`src/rtl/bit_serial_mac_ctrl.sv`:
```
// Bit-serial unsigned multiply-accumulate sequencer: acc += a*b through one shared full adder.
// Build option SKIP_ZERO_EN: skip ADD passes for zero multiplier bits (data-dependent latency).

module full_adder (
    input  logic a,
    input  logic b,
    input  logic carry_in,
    output logic sum,
    output logic carry_out
);
    assign sum       = a ^ b ^ carry_in;
    assign carry_out = (a & b) | (carry_in & (a ^ b));
endmodule

// state | meaning
// IDLE  | waiting for start/clear
// ADD   | one full-adder bit per cycle over the whole accumulator
// SHIFT | advance to the next multiplier bit
// DONE  | one-cycle result pulse, acc already updated
module bit_serial_mac_ctrl #(
    parameter int WIDTH     = 4,
    parameter int ACC_WIDTH = 12
) (
    input  logic                 clk,
    input  logic                 reset,
    input  logic                 start,
    input  logic                 clear,
    input  logic [WIDTH-1:0]     a,
    input  logic [WIDTH-1:0]     b,
    output logic                 busy,
    output logic                 done,
    output logic [ACC_WIDTH-1:0] acc,
    output logic                 overflow
);
    localparam int CW = $clog2(ACC_WIDTH);
    localparam int PW = $clog2(WIDTH);
    localparam logic [CW-1:0] BIT_LAST  = CW'(ACC_WIDTH - 1);
    localparam logic [PW-1:0] PASS_LAST = PW'(WIDTH - 1);

    typedef enum logic [1:0] {IDLE, ADD, SHIFT, DONE} state_t;
    state_t state, state_next;

    logic [ACC_WIDTH-1:0] acc_sr;
    logic [ACC_WIDTH-1:0] addend_sr;
    logic [WIDTH-1:0]     mult_sr;
    logic [CW-1:0]        bit_cnt;
    logic [PW-1:0]        pass_cnt;
    logic                 carry_ff;
    logic                 fa_sum;
    logic                 fa_cout;

    full_adder fa (
        .a         (acc_sr[0]),
        .b         (addend_sr[0] & mult_sr[0]),
        .carry_in  (carry_ff),
        .sum       (fa_sum),
        .carry_out (fa_cout)
    );

    always_ff @(posedge clk or posedge reset) begin
        if (reset) state <= IDLE;
        else       state <= state_next;
    end

    always_comb begin
        state_next = state;
        busy       = (state != IDLE);
        done       = (state == DONE);
        case (state)
            IDLE: begin
                if (start) begin
`ifdef SKIP_ZERO_EN
                    state_next = b[0] ? ADD : SHIFT;
`else
                    state_next = ADD;
`endif
                end
            end
            ADD: begin
                if (bit_cnt == BIT_LAST) state_next = SHIFT;
            end
            SHIFT: begin
                if (pass_cnt == PASS_LAST) state_next = DONE;
                else begin
`ifdef SKIP_ZERO_EN
                    // mult_sr[1] becomes mult_sr[0] after this cycle's shift
                    state_next = mult_sr[1] ? ADD : SHIFT;
`else
                    state_next = ADD;
`endif
                end
            end
            DONE:    state_next = IDLE;
            default: state_next = IDLE;
        endcase
    end

    always_ff @(posedge clk or posedge reset) begin
        if (reset) begin
            acc       <= '0;
            overflow  <= 1'b0;
            acc_sr    <= '0;
            addend_sr <= '0;
            mult_sr   <= '0;
            bit_cnt   <= '0;
            pass_cnt  <= '0;
            carry_ff  <= 1'b0;
        end else begin
            case (state)
                IDLE: begin
                    if (clear) begin
                        acc      <= '0;
                        overflow <= 1'b0;
                    end
                    if (start) begin
                        acc_sr    <= clear ? '0 : acc;
                        addend_sr <= {{(ACC_WIDTH-WIDTH){1'b0}}, a};
                        mult_sr   <= b;
                        bit_cnt   <= '0;
                        pass_cnt  <= '0;
                        carry_ff  <= 1'b0;
                    end
                end
                ADD: begin
                    acc_sr    <= {fa_sum, acc_sr[ACC_WIDTH-1:1]};
                    addend_sr <= {addend_sr[0], addend_sr[ACC_WIDTH-1:1]};
                    carry_ff  <= fa_cout;
                    bit_cnt   <= bit_cnt + CW'(1);
                    // carry out of the MSB is dropped; only the sticky flag remembers it
                    if (bit_cnt == BIT_LAST && fa_cout) overflow <= 1'b1;
                end
                SHIFT: begin
                    addend_sr <= addend_sr << 1;
                    mult_sr   <= mult_sr >> 1;
                    carry_ff  <= 1'b0;
                    bit_cnt   <= '0;
                    pass_cnt  <= pass_cnt + PW'(1);
                    if (pass_cnt == PASS_LAST) acc <= acc_sr;
                end
                default: ;
            endcase
        end
    end
endmodule

```
`config.mk`:
```
export PLATFORM = sky130hd
export DESIGN_NAME = bit_serial_mac_ctrl
export DESIGN_NICKNAME = d
export VERILOG_FILES = /design/src/rtl/bit_serial_mac_ctrl.sv
export SDC_FILE = /design/constraint.sdc
export NUM_CORES = 1
export LEC_CHECK = 0
export BUFFER_PORTS_ARGS = -buffer_cell sky130_fd_sc_hd__buf_2
export CAP_MARGIN = 15
export CORE_MARGIN = 3
export CORE_UTILIZATION = 62
export DETAILED_ROUTE_END_ITERATION = 8
export GPL_ROUTABILITY_DRIVEN = 1
export MAX_ROUTING_LAYER = met4
export PLACE_DENSITY = 0.84
export SLEW_MARGIN = 20
export SYNTH_ARGS = -nofsm -noshare
export SYNTH_HDL_FRONTEND = slang
export SYNTH_SLANG_ARGS = --single-unit
```
`constraint.sdc`:
```
create_clock -name clk -period 3.4 [get_ports clk]
set_clock_uncertainty 0.1 [all_clocks]
set_input_delay 0.17 -clock clk [delete_from_list [all_inputs] [get_ports clk]]
set_output_delay 0.17 -clock clk [all_outputs]
set_load 0.05 [all_outputs]
```
==> flow_summary.json, run 1 <==
{
  "p_clk_frac": 0.190,
  "end_kind": "flip-flop",
  "p_leak_nw": 1.197,
  "clock.fmax_mhz": 446.3,
  "clk_latency_ns": 0.31,
  "grt.total_usage": 0.2358,
  "final_cells": 303,
  "syn_to_final_growth_pct": 10.03,
  "drive_above_1_share": 0.1725,
  "routed_wl_mm": 4.879,
  "cap_violations": 0,
  "arrival_ns": 2.31,
  "port_buffers": 26,
  "fp.dieArea_um2": 4668,
  "place_area_um2": 2529,
  "combPwrFrac": 0.436,
  "num_rows": 22,
  "final_nets": 273,
  "finalCritPeriodShare": 0.6590,
  "final.setup.tns_ns": 0,
  "die_h_um": 68.33,
  "setup_viol": 0,
  "worst-setup-path-type": "flip-flop to flip-flop",
  "cts-buffers-inserted": 5,
  "grt-ovfl-total": 0,
  "intPower_mw": 1.270,
  "period_needed_ns": 2.241,
  "drc": 0,
  "yosysSeqAreaShare": 0.5195,
  "power_density_nw_per_um2": 831.8,
  "drt_pass1_iterations": 4,
  "slowest_delay_ns": 0.55,
  "ys_types": 37,
  "hold_slack_ns": 0.05670,
  "clock_path_buffers": 2,
  "num_vias": 1850,
  "grt_pass1_vias": 1629,
  "placedCellCount": 294,
  "finalWeightedCongestion": 0.8380,
  "die_w_um": 68.33,
  "postSynthCellCount": 234,
  "synth_area_per_cell_um2": 10.29,
  "drtIter0Drc": 175,
  "run_status": "finished clean",
  "viasPerCell": 6.106,
  "clk_pin_slew_worst_paths_ns": 0.09,
  "netlist_area_um2": 2409,
  "power_frac_seq": 0.375,
  "pin_count": 27,
  "cts_root_buf": "clkbuf_8",
  "p_sw_frac": 0.4238,
  "crit_chain": "inv_1, ha_1, buf_4, mux2i_4, a221oi_1, a21oi_1",
  "grt_max_degree": 51,
  "slew_viol_final": 0,
  "post_cts_buffers": 0,
  "tightestPinTransition_ns": 0.8109,
  "antenna_found_initial": 0,
  "dp_hpwl_mm": 3.215,
  "ys_ff_latch": 50,
  "coreArea_um2": 3716,
  "rsz0062_at_grt": "false",
  "yosys_warnings": 0,
  "ant_nets": 0,
  "cts_htree_levels": 2,
  "routedWlPerCell_um": 16.10,
  "synth_fp_nets": 253,
  "peakVddDrop_mv": 0.6526,
  "start_kind": "flip-flop",
  "worst-path-max-fanout": 24,
  "diodes": 0,
  "final_cell_mix": "dfrtp_1, nand2_1, buf_2, a22oi_1, o21ai_0",
  "finish.instance_area_um2": 2650,
  "grt_pass1_wl_mm": 7.886,
  "critPathSlowestCell": "ha_1",
  "start_util": 0.6481,
  "crit_required_ns": 3.47,
  "hp-class": "input pin to flip-flop",
  "slew_headroom": 0.4487,
  "netSwitchingPower_mw": 0.9341,
  "final_hold_viol_count": 0,
  "design_power_total_mw": 2.204,
  "clock_sinks": 50,
  "final_common_cell": "dfrtp_1",
  "cts_tree": "done"
}
==> critical path: cells and delay by family (launching register included) <==
family,cells,cell delay (ns)
muxes,1,0.22
AOI/OAI and AO/OA,2,0.33
DFF,1,0.41
buffers and inverters,2,0.48
adders and majority gates,1,0.55
==> logic make-up (layout without fill, tap and decap cells) <==
group           after synthesis  count (layout)  share of synthesized area
compound gates               87              87                     0.2436
simple gates                 57              57                     0.1091
flops                        50              50                     0.5195
buf+inv                      27              48                    0.05403
fa+ha+maj                     7               7                    0.03948
mux                           5               5                    0.03064
xor+xnor                      1               1                   0.003637
==> power by group through the flow <==
| stage | clock, mW | sequential [mW] | combinational [mW] |
|---|---|---|---|
| 6_report | 0.418 | 0.826 | 0.960 |
| 4_1_cts | 0.420 | 0.824 | 0.959 |
| 5_1_grt | 0.444 | 0.842 | 1.07 |
| 3_3_place_gp | 0 | 0.828 | 0.932 |
| 2_1_floorplan | 0 | 0.815 | 0.807 |
| 3_5_place_dp | 0 | 0.833 | 0.953 |
==> metrics by stage <==
stage | setup slack (ns) | utilization
floorplan | 1.724 | -
detailed placement | 1.202 | 0.6805
CTS | 1.172 | 0.7101
global placement | 1.285 | 0.6805
global route | 1.012 | 0.7131
finish | 1.159 | 0.7131
==> metal layers <==
| layer | vias to the layer above | track usage | wire, um |
|---|---|---|---|
| met4 | 0 | 0.06700 | 72 |
| met5 | - | - | 0 |
| met1 | 899 | 0.3365 | 2240 |
| li1 | 889 | - | - |
| met3 | 7 | 0.05419 | 249 |
| met2 | 55 | 0.3369 | 2316 |
==> cells in the mapped netlist <==
cell / count / share of area
o31ai_1: 1 / 0.0031
o21ai_1: 10 / 0.021
nor3_1: 5 / 0.010
a221oi_1: 2 / 0.0073
a31oi_2: 1 / 0.0052
buf_4: 4 / 0.012
nand2b_2: 1 / 0.0036
nand3b_1: 2 / 0.0062
dfrtp_1: 50 / 0.52
o21ai_0: 16 / 0.033
mux2i_4: 1 / 0.0093
a211oi_1: 3 / 0.0093
o22ai_1: 7 / 0.018
inv_1: 10 / 0.016
a21oi_1: 9 / 0.019
nor3b_1: 2 / 0.0062
mux2i_2: 1 / 0.0057
clkbuf_1: 2 / 0.0031
a22o_1: 12 / 0.044
and2_1: 1 / 0.0026
fa_1: 1 / 0.0083
a2bb2oi_1: 2 / 0.0073
ha_1: 6 / 0.031
or4_1: 1 / 0.0031
mux2_2: 2 / 0.0093
nor2_1: 4 / 0.0062
nand2b_1: 1 / 0.0026
buf_2: 11 / 0.023
a22oi_1: 19 / 0.059
nand3_1: 3 / 0.0062
nand2_1: 33 / 0.051
nor2b_1: 4 / 0.010
a311oi_1: 2 / 0.0073
mux2_4: 1 / 0.0062
a21o_1: 2 / 0.0062
a32o_1: 1 / 0.0042
xnor2_1: 1 / 0.0036
==> state kept, by name (all words and copies together), names as in the netlist <==
| signal | cells |
|---|---|
| carry_ff | 1 |
| pass_cnt | 2 |
| state | 2 |
| acc | 12 |
| acc_sr | 12 |
| mult_sr | 4 |
| overflow | 1 |
| addend_sr | 12 |
| bit_cnt | 4 |
==> repair_timing <==
| item | CTS | global route |
|---|---|---|
| gates resized for setup | 0 | 0 |
| hold buffers | 0 | 1 |
| endpoints found under the hold margin | 0 | 50 |
==> area by class of cell <==
| class | instances | area [um^2] |
|---|---|---|
| clock buffers | 6 | 72.57 |
| clock inverters | 2 | 37.54 |
| fillers | 280 | 1066 |
| inverters | 10 | 38.79 |
| multi-input cells | 157 | 1027 |
| flip-flops and latches | 50 | 1251 |
| well taps | 48 | 60.06 |
| repair buffers | 30 | 162.7 |
==> worst paths after layout <==
check | startpoint | end | slack [ns] | cells past startpoint
min in group asynchronous | reset | addend_sr[6] | 0.43 | 3
setup / recovery | state[1] | acc_sr[0] | 1.16 | 6
hold / removal | a[3] | addend_sr[3] | 0.06 | 3
setup reg to reg | state[1] | acc_sr[0] | 1.16 | 6
hold reg to reg | carry_ff | carry_ff | 0.40 | 2
max in group asynchronous | reset | acc_sr[10] | 2.28 | 3
Note: power is estimated with default switching activity, not from simulation.
==> inputs of run 2 (changes only) <==
Settings changed: CORE_UTILIZATION 62 to 58, PLACE_DENSITY 0.84 to 0.79.
Clock period 3.4 ns to 2.3 ns, I/O delays scaled along.
==> flow_summary.json, run 2 (synthesis results as in run 1) <==
{
  "placedCellCount": 300,
  "slew_headroom": 0.4842,
  "reg2regPathDepth": 6,
  "fp.dieArea_um2": 4962,
  "end_kind": "flip-flop",
  "worst-path-max-fanout": 14,
  "grt-ovfl-total": 0,
  "hold_depth": 3,
  "tightestPinTransition_ns": 0.7708,
  "final_cells": 309,
  "final_hold_viol_count": 0,
  "dp_hpwl_mm": 3.313,
  "clock_sinks": 50,
  "post_cts_buffers": 0,
  "port_buffers": 26,
  "die_w_um": 70.44,
  "viasPerCell": 5.916,
  "coreArea_um2": 3826,
  "arrival_ns": 2.05,
  "run_status": "finished clean",
  "worst_r2r_startpoint": "state[0]",
  "cts_root_buf": "clkbuf_8",
  "drt_pass1_iterations": 4,
  "p_leak_nw": 1.221,
  "cap_violations": 0,
  "worst-setup-path-type": "flip-flop to flip-flop",
  "die_h_um": 70.44,
  "start_kind": "flip-flop",
  "crit_required_ns": 2.38,
  "place_area_um2": 2586,
  "cts_htree_levels": 2,
  "syn_to_final_growth_pct": 11.64,
  "num_rows": 22,
  "start_util": 0.6295,
  "slew_viol_final": 0,
  "finish.instance_area_um2": 2689,
  "diodes": 0,
  "clock_path_buffers": 2,
  "drive_above_1_share": 0.1954,
  "ant_nets": 0,
  "rsz0062_at_grt": "false",
  "r2r-end": "bit_cnt[2]",
  "period_needed_ns": 1.969,
  "cts-buffers-inserted": 5,
  "final_common_cell": "dfrtp_1",
  "drtIter0Drc": 100,
  "final_nets": 279,
  "finalCritPeriodShare": 0.8561,
  "final_cell_mix": "dfrtp_1, nand2_1, buf_2, a22oi_1, o21ai_0",
  "grt_max_degree": 51,
  "clock.fmax_mhz": 507.8,
  "finalWeightedCongestion": 0.7548,
  "num_vias": 1828,
  "antenna_found_initial": 0,
  "grt.total_usage": 0.2083,
  "grt_pass1_wl_mm": 8.121,
  "hp-class": "input pin to flip-flop",
  "min_from": "b[1]",
  "peakVddDrop_mv": 0.8658,
  "final.setup.tns_ns": 0,
  "nFillCells": 293,
  "pin_count": 27,
  "hold_end": "mult_sr[1]",
  "routedWlPerCell_um": 15.76,
  "rrSetupSlack_ns": 0.33,
  "power_density_nw_per_um2": 1205,
  "setup_viol": 0,
  "reg_top3": "acc: 12 flops, acc_sr: 12 flops, addend_sr: 12 flops",
  "cts_tree": "done",
  "routed_wl_mm": 4.869,
  "drc": 0,
  "clk_latency_ns": 0.31,
  "grt_pass1_vias": 1784,
  "clk_pin_slew_worst_paths_ns": 0.10
}
## run 2: layout make-up
class	count	area (um^2)	share of cell area
clock buffers	5	68.82	0.02559
inverters	10	37.54	0.01396
well taps	48	60.06	0.02234
multi-input cells	157	1027	0.3820
flip-flops and latches	50	1251	0.4653
clock inverters	3	23.77	0.008841
repair buffers	36	220.2	0.08190
## run 2: where the power goes
group	switching [mW]	internal (mW)	total, mW
clock network	0.300	0.218	0.518
logic	0.951	0.553	1.50
registers	0.154	1.06	1.22
total	1.41	1.84	3.24
## run 2: critical path, stage by stage, from the launching register on
cell and delay (ns):
dfrtp_1 0.43, inv_1 0.12, ha_1 0.37, buf_4 0.28
mux2_4 0.35, a21oi_1 0.12, o21ai_0 0.08
## run 2: what timing repair did
action | CTS | global route
endpoints found under the hold margin | 50 | 0
hold buffers | 1 | 0
resized for setup | 0 | 0
## run 2: layer usage
layer | global-route usage | vias to the layer above | routed length, um
met5 | - | - | 0
met4 | 0.06809 | 0 | 72
met3 | 0.04029 | 8 | 157
met2 | 0.3285 | 26 | 2294
met1 | 0.2711 | 891 | 2344
li1 | - | 903 | -
## run 2: per-stage QoR
| step | setup WS, ns | power, mW | hold slack [ns] | utilization |
|---|---|---|---|---|
| after CTS | 0.3325 | 3.243 | 0.0009757 | 0.7027 |
| after detailed placement | 0.3551 | 2.724 | 0.07397 | 0.6759 |
| after floorplan | 0.6236 | 2.399 | 0.1986 | - |
| after global routing | 0.1420 | 3.465 | 0.02713 | 0.7027 |
| final | 0.3309 | 3.241 | 0.005028 | 0.7027 |
| after global placement | 0.4161 | 2.692 | 0.07472 | 0.6759 |
## run 2: worst max-delay path by stage
stage                     startpoint    endpoint  slack, ns  cells after the start
final                       state[0]  bit_cnt[2]       0.33                      6
after global routing        state[1]   acc_sr[2]       0.14                      5
after CTS                   state[0]  bit_cnt[2]       0.33                      6
after detailed placement    state[0]  bit_cnt[2]       0.36                      6
after global placement      state[0]  bit_cnt[2]       0.42                      6
after floorplan             state[0]    carry_ff       0.62                      7
==> inputs of run 3 (changes only) <==
Settings changed: BUFFER_PORTS_ARGS -buffer_cell sky130_fd_sc_hd__buf_2 to default, CORE_UTILIZATION 58 to 62, CTS_BUF_LIST from default to sky130_fd_sc_hd__clkbuf_4 sky130_fd_sc_hd__clkbuf_8 sky130_fd_sc_hd__clkbuf_16, DONT_BUFFER_PORTS from default to 1, PLACE_DENSITY 0.79 to 0.78, TNS_END_PERCENT from default to 1.
==> flow_summary.json, run 3 (synthesis results as in run 1) <==
{
  "syn_to_final_growth_pct": 9.039,
  "rsz0062_at_grt": "false",
  "cts_root_buf": "clkbuf_8",
  "diodes": 0,
  "setup_viol": 0,
  "period_needed_ns": 2.014,
  "placedCellCount": 274,
  "worst_r2r_startpoint": "state[1]",
  "start_util": 0.6481,
  "finalWeightedCongestion": 0.8693,
  "final_hold_viol_count": 0,
  "worst-setup-path-type": "flip-flop to flip-flop",
  "final_cells": 291,
  "cts_resized": 0,
  "p_leak_nw": 1.134,
  "cts_tree": "done",
  "drive_above_1_share": 0.09877,
  "worst-path-max-fanout": 11,
  "num_rows": 22,
  "end_kind": "flip-flop",
  "clock_path_buffers": 2,
  "clock.fmax_mhz": 496.4,
  "grt-ovfl-total": 0,
  "r2r-end": "acc_sr[11]",
  "routedWlPerCell_um": 17.64,
  "antenna_found_initial": 0,
  "cap_violations": 0,
  "place_ws_ns": 0.3040,
  "viasPerCell": 6.285,
  "die_h_um": 68.33,
  "rrSetupSlack_ns": 0.29,
  "final_nets": 262,
  "routed_wl_mm": 5.133,
  "slew_viol_final": 0,
  "hold_end": "mult_sr[3]",
  "post_cts_buffers": 0,
  "final.setup.tns_ns": 0,
  "finalCritPeriodShare": 0.8759,
  "drt_pass1_iterations": 4,
  "start_kind": "flip-flop",
  "coreArea_um2": 3716,
  "num_vias": 1829,
  "power_density_nw_per_um2": 1227,
  "reg_top3": "acc: 12 flops, acc_sr: 12 flops, addend_sr: 12 flops",
  "grt.total_usage": 0.2525,
  "worst_slack_ns": 0.2855,
  "drtIter0Drc": 174,
  "run_status": "finished clean",
  "arrival_ns": 2.13,
  "crit_required_ns": 2.42,
  "final_cell_mix": "dfrtp_1, nand2_1, a22oi_1, o21ai_0, a22o_1",
  "ant_nets": 0,
  "dp_hpwl_mm": 3.583,
  "die_w_um": 68.33,
  "pin_count": 27,
  "peakVddDrop_mv": 0.7681,
  "min_from": "b[3]",
  "slew_headroom": 0.4391,
  "port_buffers": 0,
  "clock_sinks": 50,
  "hold_slack_ns": 0.004638,
  "reg2regPathDepth": 5,
  "clk_pin_slew_worst_paths_ns": 0.09,
  "grt_pass1_vias": 1799,
  "hp-class": "input pin to flip-flop",
  "clk_latency_ns": 0.31,
  "final_common_cell": "dfrtp_1",
  "drc": 0,
  "design_power_total_mw": 3.223,
  "cts_htree_levels": 2,
  "cts-buffers-inserted": 5,
  "grt_pass1_wl_mm": 8.445,
  "grt_max_degree": 33,
  "tightestPinTransition_ns": 0.8383,
  "hold_depth": 2,
  "fp.dieArea_um2": 4668
}
==> run 3: cell types whose count changed in the layout (fill, tap and decap cells not counted), sizes merged <==
| cell | change |
|---|---|
| buf | -26 |
| clkinvlp | -2 |
| dlygate4sd3 | +9 |
| clkinv | +1 |
==> run 3: stage by stage <==
step | util | area, um^2
floorplan | - | 2409
global placement | 0.6576 | 2444
detailed placement | 0.6576 | 2444
CTS | 0.7067 | 2626
global route | 0.7067 | 2626
finish | 0.7067 | 2626
==> run 3: how the worst max path moves through the flow <==
stage | from | depth (start not counted) | endpoint
2_1_floorplan | state[0] | 7 | carry_ff
3_5_place_dp | state[1] | 5 | acc_sr[11]
3_3_place_gp | state[0] | 6 | bit_cnt[2]
6_report | state[1] | 5 | acc_sr[11]
5_1_grt | state[1] | 5 | acc_sr[11]
4_1_cts | state[1] | 5 | acc_sr[11]
==> run 3: area by class of cell <==
cell class              count  area, um^2
clock buffers               5       68.82
clock inverters             2       13.76
fillers                   269        1090
inverters                  10       37.54
multi-input cells         157        1027
flip-flops and latches     50        1251
well taps                  48       60.06
repair buffers             19       167.7
==> run 3: worst max-delay path, stage by stage (launching register included) <==
cell       delay [ns]
dfrtp_1          0.38
inv_1            0.09
ha_1             0.30
nor2_1           0.69
a2bb2oi_1        0.13
o21ai_0          0.23
==> run 3: power breakdown <==
part | internal, mW | leakage [nW] | switching [mW]
Sequential | 1.06 | 0.670 | 0.175
Clock | 0.211 | 0.0444 | 0.296
Combinational | 0.543 | 0.419 | 0.934
==> run 3: routing by layer <==
layer / track usage / vias to the layer above / routed length [um] / share of wire
li1: - / 862 / - / -
met1: 0.3159 / 898 / 2277 / 0.44
met2: 0.3923 / 60 / 2458 / 0.48
met3: 0.06732 / 9 / 310 / 0.060
met4: 0.09677 / 0 / 87 / 0.017
met5: - / - / 0 / 0
==> run 3: timing repair <==
| item | 4_1_cts | 5_1_grt |
|---|---|---|
| hold endpoints to repair | 31 | 0 |
| hold buffers | 10 | 0 |
| endpoints found under the setup margin | 0 | 0 |
